**config.mk**
```make
export PLATFORM = sky130hd
export DESIGN_NAME = count_seq_ctrl_flat
export DESIGN_NICKNAME = d
export VERILOG_FILES = /design/src/rtl/count_seq_ctrl_if.sv /design/src/rtl/count_seq_ctrl.sv /design/src/flat_wrapper.sv
export SDC_FILE = /design/constraint.sdc
export NUM_CORES = 1
export LEC_CHECK = 0
export CORE_UTILIZATION = 48
export DETAILED_ROUTE_END_ITERATION = 8
export MAX_ROUTING_LAYER = met4
export PLACE_DENSITY = 0.85
export SETUP_SLACK_MARGIN = 0.3
export SYNTH_ARGS = -nofsm -noshare
export SYNTH_HDL_FRONTEND = slang
export SYNTH_SLANG_ARGS = --single-unit
```
**constraint.sdc**
```tcl
create_clock -name clk -period 2.41 [get_ports clk]
set_clock_uncertainty 0.2 [all_clocks]
set_input_delay 0.482 -clock clk [delete_from_list [all_inputs] [get_ports clk]]
set_output_delay 0.482 -clock clk [all_outputs]
set_load 0.02 [all_outputs]
```
**src/rtl/count_seq_ctrl_if.sv**
```systemverilog
// Control/status bundle between the issuing logic, count_seq_ctrl and its 4-bit counter.
// The slave side is the sequencing controller; the master side is everything around it.
interface count_seq_ctrl_if #(
  parameter int PW = 4
);
  logic          start;
  logic          stop;
  logic          mode;
  logic [1:4]    period;
  logic [PW-1:0] prescale;
  logic [1:4]    cnt_q;
  logic          cnt_en;
  logic          cnt_clr;
  logic          busy;
  logic          done;

  modport master (
    output start, stop, mode, period, prescale, cnt_q,
    input  cnt_en, cnt_clr, busy, done
  );

  modport slave (
    input  start, stop, mode, period, prescale, cnt_q,
    output cnt_en, cnt_clr, busy, done
  );
endinterface

```
**src/rtl/count_seq_ctrl.sv**
```systemverilog
// Interval timer sequencer wrapped around a 4-bit up-counter: one-shot or periodic,
// with a prescaler, emitting a one-cycle done pulse at each terminal count.
module count_seq_ctrl #(
  parameter int PW = 4
) (
  input logic                clk,
  input logic                cl,
  count_seq_ctrl_if.slave    bus
);

  typedef enum logic [1:0] {
    IDLE  = 2'd0,
    CLEAR = 2'd1,
    RUN   = 2'd2
  } state_t;

  state_t        state;
  logic [PW-1:0] pre_cnt;
  logic [PW-1:0] pre_l;
  logic [1:4]    per_l;
  logic          mode_l;
  logic          tick;
  logic          term;

  // >= rather than == so a counter knocked past N still terminates on the next tick
  always_comb begin
    tick = (state == RUN) && (pre_cnt == pre_l);
    term = tick && (bus.cnt_q >= per_l);
  end

  always_comb begin
    bus.busy    = 1'b0;
    bus.cnt_en  = 1'b0;
    bus.cnt_clr = 1'b0;
    bus.done    = 1'b0;
    case (state)
      CLEAR: begin
        bus.busy    = 1'b1;
        bus.cnt_clr = 1'b1;
      end
      RUN: begin
        bus.busy = 1'b1;
        if (bus.stop) begin
          bus.cnt_clr = 1'b1;
        end else if (term) begin
          bus.cnt_clr = 1'b1;
          bus.done    = 1'b1;
        end else if (tick) begin
          bus.cnt_en = 1'b1;
        end
      end
      default: ;
    endcase
  end

  always_ff @(posedge clk) begin
    if (cl) begin
      state   <= IDLE;
      pre_cnt <= '0;
      per_l   <= '0;
      pre_l   <= '0;
      mode_l  <= 1'b0;
    end else begin
      case (state)
        IDLE: begin
          if (bus.start && !bus.stop) begin
            per_l   <= bus.period;
            pre_l   <= bus.prescale;
            mode_l  <= bus.mode;
            pre_cnt <= '0;
            state   <= CLEAR;
          end
        end
        CLEAR: begin
          state <= bus.stop ? IDLE : RUN;
        end
        RUN: begin
          if (bus.stop) begin
            state <= IDLE;
          end else if (term) begin
            pre_cnt <= '0;
            if (!mode_l) state <= IDLE;
          end else if (tick) begin
            pre_cnt <= '0;
          end else begin
            pre_cnt <= pre_cnt + 1'b1;
          end
        end
        default: state <= IDLE;
      endcase
    end
  end

endmodule

```
**src/flat_wrapper.sv**
```systemverilog
// flat-port wrapper written by rule: the top's interface ports become plain ports
module count_seq_ctrl_flat 
#(
  parameter int PW = 4
)
  (clk, cl, bus_start, bus_stop, bus_mode, bus_period, bus_prescale, bus_cnt_q, bus_cnt_en, bus_cnt_clr, bus_busy, bus_done);
  count_seq_ctrl_if #(.PW(PW)) bus_i ();
  input logic clk;
  input logic cl;
  input wire logic [$bits(bus_i.start)-1:0] bus_start;
  input wire logic [$bits(bus_i.stop)-1:0] bus_stop;
  input wire logic [$bits(bus_i.mode)-1:0] bus_mode;
  input wire logic [$bits(bus_i.period)-1:0] bus_period;
  input wire logic [$bits(bus_i.prescale)-1:0] bus_prescale;
  input wire logic [$bits(bus_i.cnt_q)-1:0] bus_cnt_q;
  output wire logic [$bits(bus_i.cnt_en)-1:0] bus_cnt_en;
  output wire logic [$bits(bus_i.cnt_clr)-1:0] bus_cnt_clr;
  output wire logic [$bits(bus_i.busy)-1:0] bus_busy;
  output wire logic [$bits(bus_i.done)-1:0] bus_done;
  assign bus_i.start = bus_start;
  assign bus_i.stop = bus_stop;
  assign bus_i.mode = bus_mode;
  assign bus_i.period = bus_period;
  assign bus_i.prescale = bus_prescale;
  assign bus_i.cnt_q = bus_cnt_q;
  assign bus_cnt_en = bus_i.cnt_en;
  assign bus_cnt_clr = bus_i.cnt_clr;
  assign bus_busy = bus_i.busy;
  assign bus_done = bus_i.done;
  count_seq_ctrl #(.PW(PW)) u_core (.clk(clk), .cl(cl), .bus(bus_i));
endmodule
```
======== Yosys cells after proc, flatten, opt, wreduce, memory -nomap -nowiden ========
Cells that the tools add are included.
W data, S select, Z words.
storage, ports and cells
  output and inout port bits .............. 4
  register bits after elaboration ......... 15
  bits in writable memories ............... 0
  input port bits ......................... 17
  word-level logic and storage cells ...... 45
  memories kept ........................... 0
  bits in read-only memories .............. 0
  latch bits .............................. 0
cells by class
  bitwise operators ....................... 0
  reductions and logical operators ........ 10
  multipliers ............................. 0
  equality and inequality tests ........... 7
  magnitude comparators ................... 1
  shift-type cells ........................ 0
  mux-type cells .......................... 21
  add/sub/neg operators ................... 1
  div/mod/pow operators ................... 0
operators with widths
  cell                   number
  $mux W4                4
  $mux W2                5
  $mux W1                9
  $pmux W4 S2            1
  $pmux W2 S3            1
  $reduce_and A3 Y1      2
  $add A4 B1 Y4 const B  1
  $eq A4 B4 Y1           1
  $ge A4 B4 Y1           1
  $logic_and A1 B1 Y1    3
  $ne A3 B2 Y1 const B   1
  $ne A3 B3 Y1 const B   1
  $eq A2 B1 Y1 const B   1
  $eq A2 B2 Y1 const B   1
  $logic_not A2 Y1       1
  $ne A2 B1 Y1 const B   1
  $ne A2 B2 Y1 const B   1
  $pmux W1 S2            1
  $reduce_and A2 Y1      1
  $reduce_bool A2 Y1     1
  $reduce_or A2 Y1       1
  $logic_not A1 Y1       1

======== Logic depth before layout (Yosys ltp) ========
  depth after elaboration ................. 6
  mapped depth ............................ 7
  gate-level depth less buffers ........... 6

======== Worst setup path before layout ========
Ideal clock, no wire load.
  path type ............................... in2out
  start point ............................. input bus_cnt_q[2]
  end point ............................... output bus_cnt_en
  path slack .............................. 0.117 ns
  cell stages on the path ................. 4
  required time ........................... 1.728 ns
  arrival time ............................ 1.611 ns
  cell sequence ........................... ha_1 o21ai_0 nand2b_1 a211oi_1
on the way
  word-level cells in the longest chain between the ends .. 5
RTL lines
  element              line                  source
  start: declaration   flat_wrapper.sv:15    input wire logic [$bits(bus_i.cnt_q)-1:0] bus_cnt_q;
  $ge A4 B4 Y1         count_seq_ctrl.sv:28  term = tick && (bus.cnt_q >= per_l);
  $logic_and A1 B1 Y1  count_seq_ctrl.sv:28
  $mux W1              count_seq_ctrl.sv:45  end else if (term) begin
  $mux W1              count_seq_ctrl.sv:43  if (bus.stop) begin
  $mux W1              count_seq_ctrl.sv:36  case (state)
  end: declaration     flat_wrapper.sv:16    output wire logic [$bits(bus_i.cnt_en)-1:0] bus_cnt_en;
No other way between the ends.

======== Worst setup path after layout ========
  start point ............................. input bus_cnt_q[3]
  end point ............................... output bus_cnt_en
Same word-level chain as after synthesis.

==> impl_results.md <==
- Relative slew slack: 72.7%
- Worst skew pair latency: 0.28 ns
- Worst hold path depth: 2
- Ys flop type: dfxtp_1
- Pin count of the biggest net entering global routing: 16
- R2R depth: 5
- Htree depth: 1
- Synthesized cell area: 930 um2
- Setup slack after layout: 0.0118 ns
- Slew Limit Fails: 0
- Worst path arrival time: 1.72 ns
- CTS tree: done
- Total track usage: 24.9%
- Starting density of the core: 52.7%
- Power Dens Cells: 540 mW/mm2
- Finish-stage setup viols: 0
- Clk pin slew, worst setup/hold paths: 0.08 ns
- Drt via density: 5.29
- Routability cong.: 0.823
- Antenna Cells: 0
- Crit. End Element: primary output
- Die ar.: 0.00212 mm2
- DR vias: 889
- Cells after DPL: 163
- Sink Count: 15
- Leakage: 0.642 nW
- Post-route ant nets: 0
- Yosys top cell by area: dfxtp_1
- Sequential-to-total area share from yosys stat: 32.3%
- Vias in the first global route: 918
- M1 WL: 901 um
- R2R Path End: u_core.state[0]
- Layout area overhead: 52.1%
- Post-synth EDFFs: 0
- Peak supply drop: 0.404 mV
- DRC viols: 0
- Num CTS Buffers: 3
- Die Height: 46.0 um
- Final WL: 2250 um
- Worst hold path class: reg2reg
- Avg Cell Area, Syn: 8.77 um2
- Synth warn: 0
- FF-to-FF setup slack: 0.40 ns
- RSZ-0062 raised after global routing: true
- Max-cap viol count: 0
- Final Hold Viols: 0
- DR iter-0 viols: 16
- Share of layout cells above drive strength 1: 32.9%
- I/O Buffers: 20
- Uppermost layer routed: met4
- Clock root buffer: clkbuf_4
- Layout Cells excl Fill: 168
- Crit-path max FO: 2
- Global-route wire length before repair: 3660 um
- Post-synth top cells: dfxtp_1, nor2_1, mux2i_1
- Global route total overflow: 0
- Initial antenna violation count: 0
- Data required, critical path: 1.73 ns
- Final Hold Slack: 0.317 ns
- Layout Nets: 169
- Hold path start: u_core.pre_l[1]
- Syn nets: 131
- Row Count: 15
- Initial DRT Pass Iterations: 4
- Avg WL per Cell: 13.4 um
- F_max: 0.417 GHz
- Clock tree buffer depth: 2
- Synth area leaders: dfxtp_1, mux2i_1, ha_1
- Setup crit start kind: input pin
- Worst-Margin Slew: 0.404 ns
- WHS Endpoint: u_core.pre_l[1]
- Worst r2r src: u_core.pre_l[1]
- Post-DP HPWL: 1710 um
- WS Path Type: in2out
- CORE AREA: 0.00176 mm2
- Fillcell total: 125
- Status: completed
- Tmin final: 2.40 ns
- Synthesis-stage register bit count: 15
- Final period util: 99.5%
- Post-synthesis async set-or-reset flop share: 0%
- Setup WS pre-CTS: -0.814 ns
- Unique masters post-synth: 33
- # IOs: 21
- Post-synth top area share: 32.3%
- Wire length on met2: 1230 um
- Die X: 46.0 um
- DR WL met3: 57 um
- Syn Inst Count: 106
==> cell families after synthesis <==
| kind of cell | after synthesis | synth area share, % |
|---|---|---|
| mux | 11 | 11.8 |
| flops | 15 | 32.3 |
| simple gates | 37 | 20.7 |
| compound gates | 17 | 13.2 |
| xor+xnor | 7 | 6.60 |
| buf+inv | 11 | 4.58 |
| fa+ha+maj | 8 | 10.8 |
==> metrics by stage <==
step / TNS, ns / utilization [%] / power, W / instance area [um2]
after floorplan: 0 / - / 0.000474 / 953
after global placement: -2.15 / 72.8 / 0.000575 / 1280
after detailed placement: -2.35 / 72.8 / 0.000589 / 1280
after CTS: -0.0557 / 79.3 / 0.000764 / 1400
after global routing: -0.106 / 80.1 / 0.000815 / 1410
final: 0 / 80.1 / 0.000763 / 1410
==> placed cells by master, fill, tap and decap left out, types with 2 or more instances in the layout <==
cell / netlist / layout
nor3b_1: 2 / 2
nand3_1: 3 / 2
nand2b_1: 4 / 3
dfxtp_2: 0 / 6
o21ai_0: 4 / 2
xor2_1: 4 / 3
mux2i_1: 11 / 11
inv_1: 8 / 6
ha_1: 8 / 5
buf_6: 0 / 2
clkdlybuf4s15_1: 0 / 3
clkdlybuf4s50_1: 0 / 12
clkbuf_4: 0 / 3
ha_4: 0 / 3
inv_2: 0 / 2
nor2_1: 15 / 14
buf_4: 0 / 17
dfxtp_1: 15 / 9
nor3_1: 4 / 3
xnor2_1: 3 / 3
nand2_1: 2 / 2
==> metal layers <==
layer / vias up / global-route usage, %
met5: - / -
met4: 0 / 15.9
met3: 8 / 1.98
met2: 25 / 45.4
met1: 410 / 25.1
li1: 446 / -
==> state kept, by name, summed over array words and instances, names as in the netlist <==
register,flops
u_core.per_l,4
u_core.pre_cnt,4
u_core.state,2
u_core.mode_l,1
u_core.pre_l,4
==> worst max-delay path: stages <==
cell             delay [ns]
clkdlybuf4s15_1        0.20
ha_4                   0.18
nor3_4                 0.21
o21ai_2                0.09
buf_4                  0.14
a211oi_2               0.23
buf_4                  0.18
==> repair_timing <==
action | 4_1_cts | 5_1_grt
endpoints found under the setup margin | 4 | 4
gates cloned | 0 | 0
setup buffers | 1 | 0
pin swaps | 12 | 3
resized for setup | 46 | 6
hold endpoints to repair | 0 | 0
hold buffers | 0 | 0
==> worst max path at each step <==
| stage | start | end | slack [ns] | depth (start not counted) |
|---|---|---|---|---|
| 4_1_cts | u_core.pre_l[1] | bus_cnt_en | -0.06 | 4 |
| 6_report | bus_cnt_q[3] | bus_cnt_en | 0.01 | 7 |
| 2_1_floorplan | bus_cnt_q[0] | bus_cnt_clr | 0.28 | 6 |
| 3_5_place_dp | bus_cnt_q[0] | bus_cnt_en | -0.81 | 8 |
| 5_1_grt | u_core.per_l[4] | bus_cnt_en | -0.07 | 6 |
| 3_3_place_gp | bus_cnt_q[0] | bus_cnt_clr | -0.73 | 8 |
==> cell type report <==
type                    instances  area, um2  area share (%)
repair buffers                 36        314            22.2
well taps                      25       31.3            2.21
inverters                       8       30.0            2.12
flip-flops and latches         15        308            21.8
multi-input cells              80        704            49.8
clock buffers                   4       26.3            1.86
==> where the power goes <==
part | internal [W] | switching, W | leakage, nW
logic | 0.000169 | 0.000168 | 0.502
clock network | 0.0000642 | 0.0000738 | 0.0150
registers | 0.000271 | 0.0000178 | 0.125
Power figures use the tool's default switching activity.
